$ cat config.mk
export PLATFORM = sky130hd
export DESIGN_NAME = q2_i2c_target
export DESIGN_NICKNAME = d
export VERILOG_FILES = /design/src/rtl/q2_i2c_target.sv
export SDC_FILE = /design/constraint.sdc
export NUM_CORES = 1
export LEC_CHECK = 0
export ABC_AREA = 1
export BUFFER_PORTS_ARGS = -buffer_cell sky130_fd_sc_hd__buf_2
export CAP_MARGIN = 20
export CORE_UTILIZATION = 67
export DETAILED_ROUTE_END_ITERATION = 6
export PLACE_DENSITY = 0.82
export SETUP_SLACK_MARGIN = 0.05
export SLEW_MARGIN = 15
export SYNTH_ARGS = -nofsm -noshare
export SYNTH_HDL_FRONTEND = slang
export SYNTH_SLANG_ARGS = --single-unit
$ cat constraint.sdc
create_clock -name clk -period 4 [get_ports clk]
set_input_delay 0.2 -clock clk [delete_from_list [all_inputs] [get_ports clk]]
set_output_delay 0.2 -clock clk [all_outputs]
set_load 0.02 [all_outputs]
$ cat src/rtl/q2_i2c_target.sv
// q2_i2c_target: clocked I2C target with a 2**AW byte register file and an
// auto-incrementing pointer. Bus pins are sampled through a 2-flop
// synchroniser plus a history flop; START/STOP/edges come from those.
module q2_i2c_target #(
  parameter logic [6:0] ADDR = 7'h50,
  parameter int         AW   = 4
) (
  input  logic          clk,
  input  logic          rst,
  input  logic          scl_in,
  input  logic          sda_in,
  output logic          sda_pull,
  output logic          wr_strobe,
  output logic [AW-1:0] wr_addr,
  output logic [7:0]    wr_data,
  output logic          busy
);

  typedef enum logic [3:0] {
    S_IDLE, S_ADDR, S_ADDR_ACK, S_PTR, S_PTR_ACK,
    S_WDATA, S_WDATA_ACK, S_RDATA, S_RDATA_ACK, S_IGNORE
  } state_e;

  logic [1:0]    scl_sync_q, sda_sync_q;
  logic          scl_hist_q, sda_hist_q;
  state_e        state_q, state_d;
  logic [3:0]    cnt_q, cnt_d;
  logic [7:0]    shift_q, shift_d;
  logic [AW-1:0] ptr_q, ptr_d;
  logic          pull_q, pull_d;
  logic          busy_q, busy_d;
  logic          rw_q, rw_d;
  logic          wstb_q, wstb_d;
  logic [AW-1:0] waddr_q, waddr_d;
  logic [7:0]    wdata_q, wdata_d;
  logic [7:0]    mem_q [2**AW];
  logic          mem_we;

  logic scl_s, sda_s, scl_rise, scl_fall, start_c, stop_c;
  logic [7:0] byte_in, rd_byte;

  assign scl_s    = scl_sync_q[1];
  assign sda_s    = sda_sync_q[1];
  assign scl_rise = scl_s & ~scl_hist_q;
  assign scl_fall = ~scl_s & scl_hist_q;
  assign start_c  = scl_s & scl_hist_q & sda_hist_q & ~sda_s;
  assign stop_c   = scl_s & scl_hist_q & ~sda_hist_q & sda_s;
  assign byte_in  = {shift_q[6:0], sda_s};
  assign rd_byte  = mem_q[ptr_q];

  // Synchronise the bus pins; reset to the idle-high bus level so no false edge appears.
  always_ff @(posedge clk) begin
    if (rst) begin
      scl_sync_q <= 2'b11;
      sda_sync_q <= 2'b11;
      scl_hist_q <= 1'b1;
      sda_hist_q <= 1'b1;
    end else begin
      scl_sync_q <= {scl_sync_q[0], scl_in};
      sda_sync_q <= {sda_sync_q[0], sda_in};
      scl_hist_q <= scl_sync_q[1];
      sda_hist_q <= sda_sync_q[1];
    end
  end

  // Protocol state register.
  always_ff @(posedge clk) begin
    if (rst) begin
      state_q <= S_IDLE;
      cnt_q   <= '0;
      shift_q <= '0;
      ptr_q   <= '0;
      pull_q  <= 1'b0;
      busy_q  <= 1'b0;
      rw_q    <= 1'b0;
      wstb_q  <= 1'b0;
      waddr_q <= '0;
      wdata_q <= '0;
    end else begin
      state_q <= state_d;
      cnt_q   <= cnt_d;
      shift_q <= shift_d;
      ptr_q   <= ptr_d;
      pull_q  <= pull_d;
      busy_q  <= busy_d;
      rw_q    <= rw_d;
      wstb_q  <= wstb_d;
      waddr_q <= waddr_d;
      wdata_q <= wdata_d;
    end
  end

  // Register file, cleared on reset, written at the end of each WDATA byte.
  always_ff @(posedge clk) begin
    if (rst) begin
      for (int i = 0; i < 2**AW; i++) mem_q[i] <= '0;
    end else if (mem_we) begin
      mem_q[ptr_q] <= byte_in;
    end
  end

  // Next state: START/STOP win over SCL edges. In ACK states cnt marks
  // whether the ACK pull has been asserted yet; in RDATA it counts rises.
  always_comb begin
    state_d = state_q;
    cnt_d   = cnt_q;
    shift_d = shift_q;
    ptr_d   = ptr_q;
    pull_d  = pull_q;
    busy_d  = busy_q;
    rw_d    = rw_q;
    wstb_d  = 1'b0;
    waddr_d = waddr_q;
    wdata_d = wdata_q;
    mem_we  = 1'b0;
    if (start_c) begin
      state_d = S_ADDR;
      cnt_d   = '0;
      pull_d  = 1'b0;
    end else if (stop_c) begin
      state_d = S_IDLE;
      pull_d  = 1'b0;
      busy_d  = 1'b0;
    end else begin
      case (state_q)
        S_ADDR: if (scl_rise) begin
          shift_d = byte_in;
          cnt_d   = cnt_q + 4'd1;
          if (cnt_q == 4'd7) begin
            cnt_d = '0;
            if (byte_in[7:1] == ADDR) begin
              state_d = S_ADDR_ACK;
              busy_d  = 1'b1;
              rw_d    = byte_in[0];
            end else begin
              state_d = S_IGNORE;
              busy_d  = 1'b0;
            end
          end
        end
        S_PTR: if (scl_rise) begin
          shift_d = byte_in;
          cnt_d   = cnt_q + 4'd1;
          if (cnt_q == 4'd7) begin
            cnt_d   = '0;
            ptr_d   = byte_in[AW-1:0];
            state_d = S_PTR_ACK;
          end
        end
        S_WDATA: if (scl_rise) begin
          shift_d = byte_in;
          cnt_d   = cnt_q + 4'd1;
          if (cnt_q == 4'd7) begin
            cnt_d   = '0;
            mem_we  = 1'b1;
            wstb_d  = 1'b1;
            waddr_d = ptr_q;
            wdata_d = byte_in;
            ptr_d   = ptr_q + 1'b1;
            state_d = S_WDATA_ACK;
          end
        end
        S_ADDR_ACK, S_PTR_ACK, S_WDATA_ACK: if (scl_fall) begin
          if (cnt_q == 4'd0) begin
            pull_d = 1'b1;
            cnt_d  = 4'd1;
          end else begin
            cnt_d  = '0;
            pull_d = 1'b0;
            if (state_q == S_ADDR_ACK) begin
              if (rw_q) begin
                state_d = S_RDATA;
                pull_d  = ~rd_byte[7];
              end else begin
                state_d = S_PTR;
              end
            end else begin
              state_d = S_WDATA;
            end
          end
        end
        S_RDATA: begin
          if (scl_rise) begin
            cnt_d = cnt_q + 4'd1;
          end else if (scl_fall) begin
            if (cnt_q == 4'd8) begin
              pull_d  = 1'b0;
              cnt_d   = '0;
              state_d = S_RDATA_ACK;
            end else begin
              pull_d = ~rd_byte[~cnt_q[2:0]];
            end
          end
        end
        S_RDATA_ACK: if (scl_rise) begin
          ptr_d   = ptr_q + 1'b1;
          cnt_d   = '0;
          state_d = sda_s ? S_IGNORE : S_RDATA;
        end
        default: ;
      endcase
    end
  end

  assign sda_pull  = pull_q;
  assign busy      = busy_q;
  assign wr_strobe = wstb_q;
  assign wr_addr   = waddr_q;
  assign wr_data   = wdata_q;

endmodule

## Yosys cells after proc, flatten, opt, wreduce, memory -nomap -nowiden

Memory sizes are Yosys's and may differ from the RTL's. A register that Yosys moved wholly into a read port is not among the register bits.
Index checks and enable logic that the tools add are counted.

| word-level totals | value |
|---|---|
| latch bits | 0 |
| bits in writable memories | 128 |
| output and inout port bits | 15 |
| bits of input ports | 4 |
| memories kept | 1 |
| bits in registers | 41 |
| ROM bits | 0 |
| logic and storage cells | 160 |

Memory list:

| name | words | width | rd ports | clocked after Yosys merged registers in | write ports | line | text |
|---|---|---|---|---|---|---|---|
| mem_q | 16 | 8 | 1 | 1 | 16 | 36 | `logic [7:0] mem_q [2**AW];` |

| cells by class | value |
|---|---|
| bitwise logic cells | 16 |
| equality and inequality tests | 38 |
| reductions and logical operators | 23 |
| add/subtract/negate cells | 2 |
| shifts and indexed selects | 0 |
| divide/modulo/power cells | 0 |
| magnitude comparators | 1 |
| multipliers | 0 |
| muxes and demuxes | 64 |

Operator list:

| operator | count |
|---|---|
| $mux W4 | 30 |
| $ne A4 B4 Y1 const B | 12 |
| $mux W1 | 27 |
| $reduce_and A13 Y1 | 2 |
| $ne A2 B2 Y1 const B | 12 |
| $pmux W4 S6 | 1 |
| $eq A4 B3 Y1 const B | 5 |
| $pmux W4 S4 | 1 |
| $pmux W4 S3 | 1 |
| $reduce_and A4 Y1 | 3 |
| $reduce_or A3 Y1 | 3 |
| $add A4 B1 Y4 const B | 2 |
| $eq A4 B2 Y1 const B | 2 |
| $eq A4 B4 Y1 const B | 2 |
| $mux W8 | 1 |
| $not A1 Y1 | 8 |
| $reduce_and A8 Y1 | 1 |
| $reduce_bool A2 Y1 | 4 |
| $reduce_bool A8 Y1 | 1 |
| $reduce_or A8 Y1 | 1 |
| $and A1 B1 Y1 | 7 |
| $eq A7 B7 Y1 const B | 1 |
| $reduce_and A7 Y1 | 1 |
| $ne A3 B3 Y1 const B | 2 |
| 14 further kinds | 14 |

## Depth between registers and ports, before layout

Gate-level depths: netlist of run 1.

| logic depth | value |
|---|---|
| depth after elaboration | 11 |
| depth in mapped cells | 17 |
| depth with buffers taken out | 14 |

## Worst setup path after synthesis of run 1

OpenSTA, ideal clock, no wires.

| path | value |
|---|---|
| path type | flip-flop to flip-flop |
| from | register cnt_q[0] |
| to | memory mem_q[7][0] (enable) |
| data arrival time | 1.670 ns |
| path buffers | 0 |
| clock period less this slack | 1.999 ns |
| stages on the path, launching flop included | 10 |
| required time | 3.671 ns |
| library setup time | 0.329 ns |
| slack | 2.001 ns |
| cells stage by stage | dfxtp_1 > ha_1 > nand2_1 > nor2_1 > nand4_1 > nor2_2 > inv_2 > nor2_4 > nand2_2 > nand2_1 |

RTL lines:

| what | line | text |
|---|---|---|
| from (decl) | 27 | `logic [3:0] cnt_q, cnt_d;` |
| from (signal assigned) | 81 | `cnt_q <= cnt_d;` |
| to (decl) | 36 |  |

==> impl_metrics.ini, run 1 <==
[clock_network]
post_cts_buffers = 0
clock_path_buffers = 2
cts.reportedPaths.clkPinSlew_ns = 0.07
cts_sinks = 173
cts_root_buf = clkbuf_16
cts_htree_levels = 4
cts_tree = done
cts_buffers = 17
insertion_delay_ns = 0.44

[worst_setup_path]
cp.arrival_ns = 3.11
start_kind = register
crit_fanout = 23
cp.required_ns = 4.10
timing_worst_setup_path_type = register to register
r2r_slack_ns = 0.99
reg2reg_depth = 9
reg2reg_to = mem_q[8][2]
worstSetupEndpointType = register
rr_startpoint = sda_sync_q[1]

[routing]
drt-total-wl_mm = 20.43
vias_per_cell = 6.276
drc = 2
route.antenna.remaining_nets = 0
drt_first_pass_iters = 7
dr.first_iter.drc_count = 896
vias = 6621
wl_per_cell_um = 19.36

[yosys]
syn_nets = 908
avgSynthCellArea_um2 = 8.975
ys_types = 39
ys_top_cells_by_area = edfxtp_1 48%, dfxtp_1 11%, nand2_1 9.3%
syn-cell-area_um2 = 8033
synth-seq-cells = 173
synth-seq-area-share_pct = 59.07
yosysTopAreaCell = edfxtp_1
synth_top_area_share_pct = 47.85
yosys_warnings = 0
postSynthCellCount = 895

[timing]
finalHoldViolCount = 0
max_freq_mhz = 332.0
tightest_slew_ns = 1.056
final_max_slew_viol_count = 0
skew_ns = 0.005765
min_period_ns = 3.012
rsz0062_at_grt = false
setup_viol = 0
finalSetupTns_ns = 0
fin_crit_sh_pct = 75.31
max_slew_margin_pct = 29.52

[floorplanning]
initial_core_util_pct = 69.46
die_y_um = 111.5
pin_count = 19
core_area_um2 = 11560
row_count = 39
die-area_um2 = 12430
die_w_um = 111.5

[cells_and_area]
fin_util_pct = 75.96
n_fill_cell = 775
final_cell_mix = 198 x nand2_1, 168 x nor2_1, 128 x edfxtp_1
mostFrequentLayoutCell = nand2_1
layout.nets = 912
n_antenna_cell = 0
drive_above_1_share_pct = 11.40
areaGrowthSynthToFinish_pct = 9.361

[job]
maxCapViolCount = 0

[placed_design]
port_buffers = 18
place_hpwl_mm = 12.85
routabilityCongestion = 0.9582

[pwr]
power_density_nw_per_um2 = 571.6
p_leak_uw = 0.003449
ir_drop_mv = 0.5035
power_uw = 5021

[hold_path]
hold_path.class = input port to register
hold_end = busy
hp-start = rst
hold_path_depth = 2

[grt]
grt_pass1_vias = 6196
grt_start_max_net_pins = 72
track_usage_pct = 34.39
grt_pass1_wl_mm = 31.81
grt_overflow_total = 0
antenna_found_initial = 0

[status]
violations = design-rule violations
status = finished, violations left
-- cell usage after synthesis (all sizes together) --
cell type / number
o22ai: 2
nor2: 177
dfxtp: 45
inv: 54
nand2: 220
edfxtp: 128
a221oi: 1
nor4: 1
nand3: 107
a21oi: 26
clkinv: 7
clkbuf: 27
a211oi: 3
o31ai: 1
a21boi: 2
nand4: 5
buf: 16
ha: 9
o211ai: 8
nor3: 7
o21bai: 1
xor2: 1
o211a: 1
a31oi: 4
o21ai: 37
or2: 4
nand3b: 1
-- kinds of logic (layout without fill, tap and decap cells) --
family / after synthesis / in the layout / synth area share [%]
AO/OA/AOI/OAI: 86 / 86 / 6.028
XOR/XNOR: 1 / 1 / 0.1091
adder cells (fa/ha/maj): 9 / 9 / 1.402
buffers and inverters: 104 / 121 / 5.327
flip-flops: 173 / 173 / 59.07
AND/OR/NAND/NOR: 522 / 522 / 28.07
-- report_power, final --
| group | switching (µW) | total [µW] | leakage [µW] | internal, µW |
|---|---|---|---|---|
| combinational | 885 | 1260 | 0.00148 | 374 |
| clock | 753 | 1640 | 0.000282 | 883 |
| sequential | 106 | 2130 | 0.00169 | 2020 |
-- metal layers --
metal | GRT usage (%) | wire, µm
met5 | 0 | 0
met4 | 18.56 | 830
met3 | 8.982 | 2645
met1 | 43.74 | 7493
met2 | 54.42 | 9458
-- worst max-delay path by stage --
stage                        from          end  cells after the start
global route        sda_sync_q[1]  mem_q[8][2]                      9
CTS                 sda_sync_q[1]  mem_q[8][2]                      9
floorplan                cnt_q[0]  mem_q[7][0]                      9
global placement    sda_sync_q[1]  mem_q[0][1]                      9
finish              sda_sync_q[1]  mem_q[8][2]                      9
detailed placement  sda_sync_q[1]  mem_q[8][0]                      9
-- worst max-delay path, cell delays in order (launching register included) --
cell	delay, ns
dfxtp_1	0.34
inv_1	0.77
nor2_1	0.08
nand2_1	0.25
nand4_1	0.21
nor2_2	0.16
inv_2	0.11
nor2_4	0.23
nand2_2	0.18
nand2_1	0.33
-- metrics by stage --
stage | worst slack (ns) | hold WS [ns] | cells | instance area, µm²
floorplan | 2.001 | 0.2788 | 895 | 8033
global placement | 1.203 | 0.3825 | 1019 | 8150
detailed placement | 1.160 | 0.3860 | 1020 | 8165
CTS | 1.120 | 0.08579 | 1054 | 8770
global route | 0.9210 | 0.1064 | 1055 | 8785
finish | 0.9878 | 0.09110 | 1055 | 8785
-- area by class of cell --
cell class | instances | area [µm²] | share of cell area, %
inverter | 61 | 230.2 | 2.621
timing repair buffer | 28 | 185.2 | 2.108
multi-input combinational | 618 | 2860 | 32.56
sequential | 173 | 4746 | 54.02
clock inverter | 14 | 155.1 | 1.766
clock buffer | 18 | 429.2 | 4.885
tap | 143 | 178.9 | 2.037
-- sequential cells by signal (all words and copies together) (netlist names), named ones only --
| signal | count |
|---|---|
| wr_strobe | 1 |
| sda_pull | 1 |
| ptr_q | 4 |
| rw_q | 1 |
| sda_sync_q | 2 |
| shift_q | 7 |
| scl_sync_q | 2 |
| scl_hist_q | 1 |
| state_q | 4 |
| mem_q | 128 |
| wr_data | 8 |
| cnt_q | 4 |
| sda_hist_q | 1 |
| busy | 1 |
| wr_addr | 4 |
-- repair_timing --
action / in CTS / in global routing
setup endpoints to repair: 0 / 0
resized for setup: 0 / 0
hold endpoints to repair: 2 / 0
hold buffers: 2 / 0
(Power assumes the default switching activity.)
==> inputs of run 2 (changes only) <==
--- a/config.mk
+++ b/config.mk
@@ -8,9 +8,9 @@
 export ABC_AREA = 1
 export BUFFER_PORTS_ARGS = -buffer_cell sky130_fd_sc_hd__buf_2
 export CAP_MARGIN = 20
-export CORE_UTILIZATION = 67
+export CORE_UTILIZATION = 56
 export DETAILED_ROUTE_END_ITERATION = 6
-export PLACE_DENSITY = 0.82
+export PLACE_DENSITY = 0.72
 export SETUP_SLACK_MARGIN = 0.05
 export SLEW_MARGIN = 15
 export SYNTH_ARGS = -nofsm -noshare
==> constraint.sdc (replaced) <==
create_clock -name clk -period 2.5 [get_ports clk]
set_input_delay 0.125 -clock clk [delete_from_list [all_inputs] [get_ports clk]]
set_output_delay 0.125 -clock clk [all_outputs]
set_load 0.02 [all_outputs]
==> impl_metrics.ini, run 2 (synthesis gave the netlist of run 1 again) <==
[clock_network]
cts.reportedPaths.clkPinSlew_ns = 0.06
cts_htree_levels = 4
cts_buffers = 17
insertion_delay_ns = 0.43
cts_sinks = 173
post_cts_buffers = 0
cts_tree = done
clock_path_buffers = 2
cts_root_buf = clkbuf_16

[timing]
holdWs_ns = 0.4127
skew_ns = 0.006084
final_max_slew_viol_count = 0
finalHoldViolCount = 0
max_freq_mhz = 439.2
max_slew_margin_pct = 58.07
finalSetupTns_ns = 0
setup_viol = 0
rsz0062_at_grt = true
fin_crit_sh_pct = 91.08
min_period_ns = 2.277
tightest_slew_ns = 0.6232

[pwr]
internal_power_uw = 5433
power_density_nw_per_um2 = 900.7
combPwrFrac_pct = 25.6
share_seq_of_total_power_pct = 41.6
switching_share_pct = 32.96
switching_power_uw = 2671
p_leak_uw = 0.003534
ir_drop_mv = 0.5646
clkPwrFrac_pct = 32.8
power_uw = 8104

[placed_design]
port_buffers = 18
place_hpwl_mm = 13.29
dpl_cell_area_um2 = 8327
routabilityCongestion = 0.9035

[worst_setup_path]
cp.arrival_ns = 2.40
timing_worst_setup_path_type = register to register
crit_fanout = 9
cp.required_ns = 2.62
start_kind = register
worstSetupEndpointType = register

[grt]
grtUsageMet1_pct = 38.02
grt_overflow_total = 0
use_met3_pct = 5.993
grt_start_max_net_pins = 58
track_usage_pct = 29.01
grt_pass1_wl_mm = 31.42
top_usage_layer = met2
grt_pass1_vias = 6054
antenna_found_initial = 0
globalRouteMet2Util_pct = 46.29

[floorplanning]
die-area_um2 = 14830
die_w_um = 121.8
row_count = 43
pin_count = 19
core_area_um2 = 13930
die_y_um = 121.8
initial_core_util_pct = 57.65

[routing]
dr.first_iter.drc_count = 731
drc = 0
route.antenna.remaining_nets = 0
vias_per_cell = 5.710
vias = 6309
wl_per_cell_um = 18.08
drt_first_pass_iters = 5
drt-total-wl_mm = 19.98

[job]
maxCapViolCount = 0

[cells_and_area]
n_antenna_cell = 0
layout.nets = 925
largest_reg_flops = 128
final_cell_mix = 183 x nand2_1, 168 x nor2_1, 128 x edfxtp_1
n_fill_cell = 1141
final_area_um2 = 8997
regMostFlops = mem_q
areaGrowthSynthToFinish_pct = 12.01
mostFrequentLayoutCell = nand2_1
drive_above_1_share_pct = 14.38

[hold_path]
hold_path.class = input port to register

[status]
status = finished, final reports clean
-- run 2: changes by cell type in the layout (fill, tap and decap cells not counted), sizes merged --
cell / change
buf: +12
clkbuf: +4
inv: -2
clkinv: -1
clkinvlp: -1
dlygate4sd3: +1
-- run 2: timing repair --
item / in CTS / in global routing
setup endpoints to repair: 0 / 128
hold buffers: 3 / 0
gates resized for setup: 0 / 15
endpoints found under the hold margin: 3 / 0
-- run 2: path summary, 6_finish.rpt --
check,slack (ns),start,end,cells after the start
worst max-delay path,0.22,scl_sync_q[1],mem_q[10][1],10
worst min-delay path,0.41,sda_in,sda_sync_q[0],3
worst max register to register,0.22,scl_sync_q[1],mem_q[10][1],10
worst min register to register,0.42,sda_sync_q[0],sda_sync_q[1],1
-- run 2: power by group through the flow --
stage               logic [µW]  registers, µW  clock network, µW
floorplan                 1530           3380                  0
finish                    2080           3370               2660
global placement          1970           3420                  0
CTS                       2040           3370               2670
detailed placement        2010           3430                  0
global route              2310           3390               2790
-- run 2: layer usage --
metal	wire, µm	part of all wire [%]	vias up
li1	-	-	3027
met1	8230	41	2952
met2	9425	47	277
met3	1693	8.5	53
met4	633	3.2	0
met5	0	0	-
-- run 2: final cells by class --
class	instances	area [µm²]	area share [%]
multi-input cells	618	2898	32.21
inverters	61	230.2	2.559
flip-flops and latches	173	4746	52.75
repair buffers	41	295.3	3.282
clock buffers	22	508.0	5.646
clock inverters	10	95.09	1.057
well taps	180	225.2	2.503
-- run 2: critical path, cell delays in order, from the launching register on --
cell	delay [ns]
dfxtp_1	0.33
ha_1	0.22
nand3_2	0.11
inv_1	0.06
nor2_1	0.17
nand4_1	0.17
nor2_2	0.15
inv_2	0.11
nor2_4	0.26
nand2_2	0.19
nand2_2	0.22
-- run 2: through the flow --
step	utilization, %	instances	setup slack [ns]
finish	64.57	1105	0.2231
CTS	64.30	1105	0.1253
global route	64.57	1105	0.03083
floorplan	-	895	0.5009
global placement	59.76	1070	0.2205
detailed placement	59.76	1070	0.1388
